===== config.mk =====
export PLATFORM = sky130hd
export DESIGN_NAME = a2d_spi_resp
export DESIGN_NICKNAME = d
export VERILOG_FILES = /design/src/rtl/a2d_spi_resp.sv
export SDC_FILE = /design/constraint.sdc
export NUM_CORES = 1
export LEC_CHECK = 0
export ABC_AREA = 1
export ABC_CLOCK_PERIOD_IN_PS = 1800
export CAP_MARGIN = 20
export CORE_UTILIZATION = 47
export DETAILED_ROUTE_END_ITERATION = 12
export PLACE_DENSITY = 0.77
export SLEW_MARGIN = 20
export SYNTH_ARGS = -nofsm -noshare
export SYNTH_HDL_FRONTEND = slang
export SYNTH_SLANG_ARGS = --single-unit
export TNS_END_PERCENT = 30

===== constraint.sdc =====
create_clock -name clk -period 1.8 [get_ports clk]
set_clock_uncertainty 0.05 [all_clocks]
set_input_delay 0.36 -clock clk [delete_from_list [all_inputs] [get_ports clk]]
set_output_delay 0.36 -clock clk [all_outputs]
set_load 0.05 [all_outputs]

===== src/rtl/a2d_spi_resp.sv =====
// SPI responder modelling an 8-channel, 12-bit A2D converter: decodes a 16-bit
// channel command on MOSI and returns the previous conversion on MISO.
module a2d_spi_resp #(
    parameter logic [11:0] INC = 12'h000
) (
    input  logic        clk,
    input  logic        rst_n,
    input  logic        SS_n,
    input  logic        SCLK,
    input  logic        MOSI,
    output logic        MISO,
    input  logic        wr_en,
    input  logic [2:0]  wr_chnnl,
    input  logic [11:0] wr_data,
    output logic        cmd_vld,
    output logic [15:0] cmd,
    output logic [11:0] conv
);

    typedef enum logic [1:0] {
        IDLE    = 2'd0,
        ACTIVE  = 2'd1,
        WAIT_HI = 2'd2
    } state_e;

    state_e      state_q, state_d;
    logic [2:0]  ss_pipe_q, ss_pipe_d;
    logic [2:0]  sclk_pipe_q, sclk_pipe_d;
    logic [2:0]  mosi_pipe_q, mosi_pipe_d;
    logic [1:0]  start_cnt_q, start_cnt_d;
    logic [4:0]  bit_cnt_q, bit_cnt_d;
    logic [15:0] rx_shift_q, rx_shift_d;
    logic [15:0] tx_shift_q, tx_shift_d;
    logic        ovr_q, ovr_d;
    logic        miso_q, miso_d;
    logic        cmd_vld_q, cmd_vld_d;
    logic [15:0] cmd_q, cmd_d;
    logic [11:0] conv_q, conv_d;
    logic [11:0] regs_q [8];
    logic [11:0] regs_d [8];

    logic        ss_fall_s, ss_rise_s;
    logic        sclk_fall_s, sclk_rise_s;
    logic        mosi_sync_s;
    logic        start_done_s;
    logic        acc_s;
    logic [2:0]  acc_ch_s;

    // Synchronizer shift chains, edge detection and post-reset settle counter
    always_comb begin
        ss_pipe_d    = {ss_pipe_q[1:0], SS_n};
        sclk_pipe_d  = {sclk_pipe_q[1:0], SCLK};
        mosi_pipe_d  = {mosi_pipe_q[1:0], MOSI};
        ss_fall_s    = ss_pipe_q[2] & ~ss_pipe_q[1];
        ss_rise_s    = ~ss_pipe_q[2] & ss_pipe_q[1];
        sclk_fall_s  = sclk_pipe_q[2] & ~sclk_pipe_q[1];
        sclk_rise_s  = ~sclk_pipe_q[2] & sclk_pipe_q[1];
        mosi_sync_s  = mosi_pipe_q[1];
        start_done_s = (start_cnt_q == 2'd3);
        start_cnt_d  = start_done_s ? start_cnt_q : (start_cnt_q + 2'd1);
    end

    // Transaction state machine, shifters and capture at SS_n release
    always_comb begin
        state_d    = state_q;
        bit_cnt_d  = bit_cnt_q;
        rx_shift_d = rx_shift_q;
        tx_shift_d = tx_shift_q;
        ovr_d      = ovr_q;
        cmd_d      = cmd_q;
        conv_d     = conv_q;
        cmd_vld_d  = 1'b0;
        acc_s      = 1'b0;
        acc_ch_s   = rx_shift_q[13:11];

        case (state_q)
            IDLE: begin
                // A fall seen before the synchronizers have settled is the
                // reset value meeting an SS_n that was already low.
                if (ss_fall_s) begin
                    if (start_done_s) begin
                        state_d    = ACTIVE;
                        tx_shift_d = {4'h0, conv_q};
                        bit_cnt_d  = 5'd0;
                        rx_shift_d = 16'h0000;
                        ovr_d      = 1'b0;
                    end else begin
                        state_d = WAIT_HI;
                    end
                end else begin
                    state_d = IDLE;
                end
            end
            ACTIVE: begin
                if (ss_rise_s) begin
                    state_d = IDLE;
                    if ((bit_cnt_q == 5'd16) && !ovr_q) begin
                        acc_s     = 1'b1;
                        cmd_vld_d = 1'b1;
                        cmd_d     = rx_shift_q;
                        conv_d    = regs_q[rx_shift_q[13:11]];
                    end else begin
                        acc_s = 1'b0;
                    end
                end else if (sclk_rise_s) begin
                    if (bit_cnt_q == 5'd16) begin
                        ovr_d = 1'b1;
                    end else begin
                        rx_shift_d = {rx_shift_q[14:0], mosi_sync_s};
                        bit_cnt_d  = bit_cnt_q + 5'd1;
                    end
                end else if (sclk_fall_s) begin
                    if (bit_cnt_q != 5'd0) begin
                        tx_shift_d = {tx_shift_q[14:0], 1'b0};
                    end else begin
                        tx_shift_d = tx_shift_q;
                    end
                end else begin
                    state_d = ACTIVE;
                end
            end
            WAIT_HI: begin
                if (ss_rise_s) begin
                    state_d = IDLE;
                end else begin
                    state_d = WAIT_HI;
                end
            end
            default: begin
                state_d = IDLE;
            end
        endcase

        miso_d = (state_d == ACTIVE) ? tx_shift_d[15] : 1'b0;
    end

    // Channel register file: side-port write overrides the auto-increment
    always_comb begin
        for (int i = 0; i < 8; i++) begin
            regs_d[i] = (wr_en && (wr_chnnl == 3'(i))) ? wr_data :
                        ((acc_s && (acc_ch_s == 3'(i))) ? (regs_q[i] + INC) : regs_q[i]);
        end
    end

    // State and datapath registers
    always_ff @(posedge clk or negedge rst_n) begin
        if (!rst_n) begin
            state_q     <= IDLE;
            ss_pipe_q   <= 3'b111;
            sclk_pipe_q <= 3'b111;
            mosi_pipe_q <= 3'b000;
            start_cnt_q <= 2'd0;
            bit_cnt_q   <= 5'd0;
            rx_shift_q  <= 16'h0000;
            tx_shift_q  <= 16'h0000;
            ovr_q       <= 1'b0;
            miso_q      <= 1'b0;
            cmd_vld_q   <= 1'b0;
            cmd_q       <= 16'h0000;
            conv_q      <= 12'h000;
            for (int i = 0; i < 8; i++) begin
                regs_q[i] <= 12'h111 * 12'(i);
            end
        end else begin
            state_q     <= state_d;
            ss_pipe_q   <= ss_pipe_d;
            sclk_pipe_q <= sclk_pipe_d;
            mosi_pipe_q <= mosi_pipe_d;
            start_cnt_q <= start_cnt_d;
            bit_cnt_q   <= bit_cnt_d;
            rx_shift_q  <= rx_shift_d;
            tx_shift_q  <= tx_shift_d;
            ovr_q       <= ovr_d;
            miso_q      <= miso_d;
            cmd_vld_q   <= cmd_vld_d;
            cmd_q       <= cmd_d;
            conv_q      <= conv_d;
            regs_q      <= regs_d;
        end
    end

    assign MISO    = miso_q;
    assign cmd_vld = cmd_vld_q;
    assign cmd     = cmd_q;
    assign conv    = conv_q;

endmodule


==> results of run 1 <==
-- worst max-delay path, cell delays in order (launching register included) --
cell	delay, ns
dfrtp_1	0.43
inv_1	0.09
ha_1	0.18
nand3_1	0.18
inv_2	0.12
nand2_1	0.10
nand3_2	0.10
buf_6	0.20
nand2_1	0.08
nand2_1	0.09
-- stage by stage --
step	cells	setup slack, ns	TNS [ns]	total power, mW	utilization, %
final	1251	0.126	0	10.2	57.3
after global placement	1218	0.102	0	6.22	53.4
after floorplan	965	0.339	0	5.81	-
after global routing	1251	-0.00548	-0.00916	10.7	57.3
after detailed placement	1218	0.0680	0	6.29	53.4
after CTS	1251	0.0417	0	10.2	57.3
-- cell type report --
class / count / area [um^2]
repair buffers: 83 / 868
flip-flops and latches: 176 / 4460
inverters: 99 / 372
multi-input cells: 641 / 2830
fillers: 1478 / 7030
clock buffers: 22 / 474
well taps: 220 / 275
clock inverters: 10 / 158
-- cell usage after synthesis, drive strengths merged (3+ instances only) --
cell type | n | area share, %
nand2 | 309 | 15
dfrtp | 134 | 42
o21ai | 132 | 8.4
inv | 98 | 4.7
nor2 | 92 | 4.6
nand3 | 72 | 4.9
dfstp | 42 | 14
clkbuf | 25 | 1.2
buf | 24 | 1.7
o211ai | 18 | 1.7
a21oi | 8 | 0.51
nor3 | 4 | 0.38
ha | 3 | 0.48
-- routing by layer --
layer,GRT usage (%),wire (um)
met5,0,0
met4,7.75,285
met3,4.78,853
met2,36.4,8870
met1,28.9,7770
-- flip-flops by register name, summed over array words and instances, names as in the netlist, 3 cells and up --
name,flops
sclk_pipe_q,3
regs_q,96
conv,12
bit_cnt_q,5
tx_shift_q,16
ss_pipe_q,3
rx_shift_q,16
cmd,16
-- power by group --
group | internal, mW | total, mW | switching [mW]
logic | 0.532 | 1.40 | 0.865
clock network | 2.43 | 3.92 | 1.49
registers | 4.58 | 4.85 | 0.274
-- cell families after synthesis --
logic type               share of synthesized area (%)
AND/OR/NAND/NOR                                   24.7
flip-flops                                        56.5
AO/OA/AOI/OAI                                     10.6
buffers and inverters                             7.64
adder cells (fa/ha/maj)                          0.476
XOR/XNOR                                         0.111
-- worst max-delay path by stage --
| stage | startpoint | end | slack (ns) | cells after the start |
|---|---|---|---|---|
| 2_1_floorplan | start_cnt_q[0] | rx_shift_q[12] | 0.34 | 9 |
| 3_3_place_gp | wr_en | regs_q[51] | 0.10 | 7 |
| 3_5_place_dp | wr_en | regs_q[54] | 0.07 | 7 |
| 4_1_cts | bit_cnt_q[1] | bit_cnt_q[1] | 0.04 | 9 |
| 5_1_grt | ss_pipe_q[1] | conv[2] | -0.005 | 7 |
| 6_report | bit_cnt_q[1] | bit_cnt_q[1] | 0.13 | 9 |
-- repair_timing --
| action | in CTS | in global routing |
|---|---|---|
| hold buffers | 1 | 0 |
| hold endpoints to repair | 18 | 0 |
| endpoints found under the setup margin | 0 | 24 |
| resized for setup | 0 | 1 |
==> run summary, run 1 <==
The category of the worst setup path launch point is a flop. The depth of the worst register-to-register path came out at 9. The via count of the routed design is 6347. The sum of net half-perimeters after detailed placement came out at 11700 um. Clock-pin slew was measured on the worst setup and hold paths at 0.07 ns. The number of distinct library cells after synthesis is 25.

For this run, the leading register cell type out of synthesis is dfrtp_1. The first global-routing pass estimated 30300 um of wire. The instance area after placement came out at 0.00879 mm^2. The synthesized cell area came out at 0.00789 mm^2. The final setup violation count is 0. The area growth from synthesis to final layout came out at 19.6%. The final wirelength came out at 17800 um. The transition time at the pin with the least slew margin is 0.567 ns. Leaving out fill and tap cells, the most frequent cells in the layout are nand2_1 (308), dfrtp_1 (133), o21ai_0 (132). The worst hold path belongs to the class primary input to flop. The count of max-cap constraint violations came out at 0.

In the global route stage, overall resource usage came out at 22.2%. Counting along the longest clock path gives a buffer depth of 2. After floorplanning, the core was sized to cover 0.0165 mm^2. CTS placed an instance of clkbuf_16 at the clock tree root. The count of buffers from port buffering came out at 50. The ratio of final minimum period to clock period is 93.0%. The maximum number of pins on one net before global-route repair is 60. The power per cell area came out at 1080 mW/mm^2. The first detailed-routing pass ran for 6 iterations.

The launching point of the worst reg2reg path is bit_cnt_q[1]. The total inserted antenna cells came out at 0. The CTS tree is done. The routed wirelength normalized by instance count came out at 14.2 um. The total leakage power came out at 4.55 nW. The number of vias per cell after detailed routing came out at 5.07. The total of flip-flops plus latches after synthesis came out at 176. The clock period minus final worst setup slack is 1.67 ns. The number of design rule violations left after detail routing is 0. The max-slew headroom at the worst pin came out at 62.2%. The sequential-to-total area share from yosys stat is 56.5%.

Synthesis produced a netlist with a net count of 989. After the first detailed-routing iteration, the DRC count stood at 515. The insertion delay to the later sink of the worst-skew pair came out at 0.43 ns.

The weighted congestion at the end of routability-driven global placement came out at 0.837. The global-route congestion overflow total is 0. The post-synthesis average cell area is 8.18 um^2. The startpoint identified for the worst hold timing path is SS_n. The post-route cell area came out at 0.00944 mm^2. In the synthesized netlist the async set-or-reset flop fraction comes to 100%. For this design, the sink count on the clock tree is 176. The biggest fanout along the worst timing path is 21. For hold timing, the worst endpoint is ss_pipe_q[0]. After floorplanning, the core was divided into 47 placement rows. The floorplan step set the die width to 132 um. The TritonCTS buffer count is 17. The Yosys warning count came out at 0. The internal reg-to-reg setup slack came out at 0.13 ns. The number of top-level pins is 51. The count of final hold-check violations was 0. The final number of max-transition violations came out at 0. The final-stage net count is 1042.

Once the floorplan was initialized, standard cells occupied 47.9% of the core. The number of antenna violations at the first check in global routing is 0. The maximum ir drop on the vdd rail is 0.776 mV. The count of flip-flops with a built-in enable after synthesis is 0. The run finished with clean final reports. The library cell used most frequently in the layout, excluding fill and tap cells, is nand2_1. The post-CTS setup repair buffer count came out at 0.

The die is 132 um tall. The data required time of the worst path came out at 2.11 ns. The number of instances in the synthesized netlist came out at 965.

STA classifies the critical path endpoint as a flop. The CTS H-tree depth is 4. The area of the die came out at 0.0173 mm^2. Final hold analysis gives a worst-case slack of 0.276 ns.

The endpoint identified for the worst register-to-register timing path is bit_cnt_q[1]. The setup path with the least slack is of type flop to flop. The remaining antenna violation count after routing came out at 0.

The worst endpoint data arrival time came out at 1.99 ns. Setup repair after global routing could not meet its margin everywhere. The highest achievable clock rate is 597 MHz. The via count of the first global-routing pass came to 6046. Counting instances, the worst hold path has a depth of 1. Cells with a size suffix above 1 make up 14.2% of the layout.
Power figures use the tool's default switching activity.
==> run 2, diff against run 1 <==
--- a/config.mk
+++ b/config.mk
@@ -9,7 +9,7 @@
 export ABC_CLOCK_PERIOD_IN_PS = 1800
 export CAP_MARGIN = 20
-export CORE_UTILIZATION = 47
+export CORE_UTILIZATION = 34
 export DETAILED_ROUTE_END_ITERATION = 12
-export PLACE_DENSITY = 0.77
+export PLACE_DENSITY = 0.62
 export SLEW_MARGIN = 20
 export SYNTH_ARGS = -nofsm -noshare
==> constraint.sdc (replaced) <==
create_clock -name clk -period 1.8 [get_ports clk]
set_clock_uncertainty 0.05 [all_clocks]
set_input_delay 0.45 -clock clk [delete_from_list [all_inputs] [get_ports clk]]
set_output_delay 0.45 -clock clk [all_outputs]
set_load 0.05 [all_outputs]
==> run 2 against run 1 <==
Effect of this change: fmax up 1.3%; clock-buffer cell count fell by 4; sequential power about the same; final cell count grew 5.0%; worst setup slack gained 0.022 ns; global-route usage down 5.1 points; critical path type unchanged.
==> run summary, run 2 (synthesis results as in run 1) <==
Run status: complete, no violations (unchanged). The total leakage power came out at 4.59 nW (was 4.55 nW). The area growth from synthesis to final layout was 22.7% (was 19.6%).

The TritonCTS buffer count is 17 (unchanged). The source of the worst hold timing path is ss_pipe_q[0] (was SS_n). The final wirelength is 18900 um (was 17800 um). The area of the die is 0.0238 mm^2 (was 0.0173 mm^2).

The number of iterations in the first detailed-routing pass came out at 5 (was 6). The global-route wire length before repair is 31700 um (was 30300 um). The fraction of power consumed by sequential logic came to 47.9% (was 47.7%). The floorplan die width came out at 154 um (was 132 um).

The clock period minus final worst setup slack came to 1.65 ns (was 1.67 ns). The final setup violation count was 0 (unchanged). The depth of the worst hold-timing path came out at 0 (was 1). The final-stage net count was 1040 (was 1042).

The footprint of the multi-input gates is 0.00283 mm^2 (unchanged). The terminus of the critical flop-to-flop path was conv[10] (was bit_cnt_q[1]). The number of design rule violations left after detail routing came out at 0 (unchanged). The standard-cell row count came to 55 (was 47). The weighted congestion at the end of routability-driven global placement is 0.777 (was 0.837). The total power draw came out at 10.1 mW (was 10.2 mW). The post-route worst setup slack came out at 0.148 ns (was 0.126 ns). The part of the total power dissipated in combinational logic is 13.7% (about the same). The remaining antenna violation count after routing is 0 (unchanged). The sum of net half-perimeters after detailed placement is 12400 um (was 11700 um). Most frequent cells in the layout: nand2_1 (308), dfrtp_1 (133), o21ai_0 (132) (unchanged). The minimum setup slack after placement came out at -0.0377 ns (was 0.0680 ns). The die boundary height was 154 um (was 132 um).

The internal reg-to-reg setup slack is 0.15 ns (was 0.13 ns). The maximum root-to-sink buffer count is 2 (unchanged). The number of top-level pins came to 51 (unchanged). The total area of sequential cells is 0.00446 mm^2 (unchanged).

The sink of the worst hold path is ss_pipe_q[1] (was ss_pipe_q[0]). The insertion delay to the later sink of the worst-skew pair came out at 0.44 ns (was 0.43 ns). The start-to-end type of the worst setup path is flop to flop (unchanged). The via count of the routed design was 6277 (was 6347). The number of standard cells in the layout, taps in and fillers out is 1314 (was 1251). The switching component of the power is 2.77 mW (was 2.63 mW). The number of clock sinks seen by CTS came out at 176 (unchanged).

The count of routing violations after the opening detailed-route iteration is 559 (was 515). The count of max-cap constraint violations came out at 0 (unchanged). The CTS H-tree depth is 4 (unchanged).

The data required time of the worst path is 2.13 ns (was 2.11 ns). The clock transition at the register clock pins on the worst setup and hold paths after CTS was 0.07 ns (about the same). The count of fill cells added during filler insertion came to 2253 (was 1478). The fraction of final layout cells sized beyond drive strength 1 came to 14.2% (about the same).

The depth of the worst register-to-register path was 7 (was 9). The routed wirelength normalized by instance count is 14.4 um (was 14.2 um). The CTS tree is done (unchanged).

The most common library cell in the layout ignoring fill and taps was nand2_1 (unchanged). The internal power contribution is 7.36 mW (was 7.54 mW). The category of the worst setup path launch point is a flop (unchanged). The final number of max-transition violations is 0 (unchanged). The transition time at the pin with the least slew margin is 0.585 ns (was 0.567 ns). The maximum number of pins on one net before global-route repair came out at 59 (was 60). The maximum ir drop on the vdd rail is 0.610 mV (was 0.776 mV). The ratio of final minimum period to clock period is 91.8% (was 93.0%). The count of buffers from port buffering was 50 (unchanged).

The worst endpoint data arrival time came out at 1.98 ns (was 1.99 ns). The master cell of the clock root buffer was clkbuf_16 (unchanged). The register with the most flip-flops is regs_q (unchanged). The number of vias per cell after detailed routing came out at 4.78 (was 5.07).

The number of flip-flops in the largest register came out at 96 (unchanged). RSZ-0062 raised after global routing: false (was true). The standard cell core area came out at 0.0227 mm^2 (was 0.0165 mm^2). The highest achievable clock rate came out at 605 MHz (was 597 MHz). The count of final hold-check violations is 0 (unchanged). The via count of the first global-routing pass is 5918 (was 6046). The switching power as a share of total power came out at 27.4% (was 25.9%). The launching point of the worst reg2reg path was ss_pipe_q[1] (was bit_cnt_q[1]). The total track usage is 17.0% (was 22.2%).

The biggest fanout along the worst timing path is 13 (was 21). The total instance count after detailed placement came out at 1281 (was 1218). The type of the worst min-delay path is flop to flop (was primary input to flop). The initial core utilization was 34.7% (was 47.9%). The max-slew headroom at the worst pin came out at 60.9% (was 62.2%). The endpoint type of the worst setup path was a flop (unchanged). The power per cell area is 1050 mW/mm^2 (was 1080 mW/mm^2). The total inserted antenna cells came out at 0 (unchanged). The number of antenna violations at the first check in global routing is 0 (unchanged). The global-route congestion overflow total came out at 0 (unchanged). The final total negative setup slack came out at 0 ns (unchanged).

The clock group share of total power came out at 38.4% (was 38.5%).
==> run 2: cell count changes in the layout (fill, tap and decap cells not counted), moves of 2 or more <==
cell	previous run	this run
buf_4	46	29
clkbuf_1	2	0
buf_12	15	30
clkbuf_8	3	1
clkinvlp_4	3	0
clkinv_4	0	6
inv_6	0	2
==> run 2: stage by stage <==
stage                     cell area, um^2  util, %  hold WS, ns
after floorplan                      7890        -        0.104
after global placement               9040     39.8        0.287
after detailed placement             9040     39.8        0.285
after CTS                            9670     42.6        0.309
after global routing                 9680     42.6        0.312
final                                9680     42.6        0.308
==> run 2: worst max-delay path by stage <==
stage / start / end / slack (ns) / depth (start not counted)
floorplan: start_cnt_q[0] / rx_shift_q[12] / 0.34 / 9
global placement: wr_chnnl[1] / regs_q[15] / 0.02 / 7
detailed placement: wr_chnnl[1] / regs_q[23] / -0.04 / 7
CTS: ss_pipe_q[1] / conv[10] / 0.12 / 7
global route: bit_cnt_q[1] / rx_shift_q[12] / 0.05 / 9
finish: ss_pipe_q[1] / conv[10] / 0.15 / 7
==> run 2: cell type report <==
class	count	area share, %
sequential	176	46.1
multi-input combinational	641	29.2
timing repair buffer	81	10.8
clock buffer	18	4.54
inverter	99	3.84
tap	285	3.68
clock inverter	14	1.87
==> run 2: power by group through the flow <==
stage	clock, mW	sequential, mW	combinational [mW]
2_1_floorplan	0	4.87	0.942
3_3_place_gp	0	4.90	1.36
3_5_place_dp	0	4.91	1.39
4_1_cts	3.97	4.84	1.41
5_1_grt	4.12	4.92	1.63
6_report	3.89	4.85	1.39
==> run 2: metal layers <==
layer	share of wire (%)	vias up	global-route usage, %
met4	1.5	0	5.28
met2	49	115	27.8
met3	3.0	23	3.39
met5	0	-	0
met1	46	2990	22.8
li1	-	3149	-
==> run 2: critical path, stage by stage, from the launching register on <==
cell	delay [ns]
dfstp_2	0.54
inv_1	0.05
nor2_1	0.12
nand2_1	0.12
nor3_2	0.24
buf_12	0.18
nand3_1	0.18
nand2_1	0.09
==> run 2: what timing repair did <==
action,in CTS,in global routing
buffers inserted,0,0
resized for setup,0,1
setup endpoints to repair,0,5
hold buffers,1,0
endpoints found under the hold margin,29,0
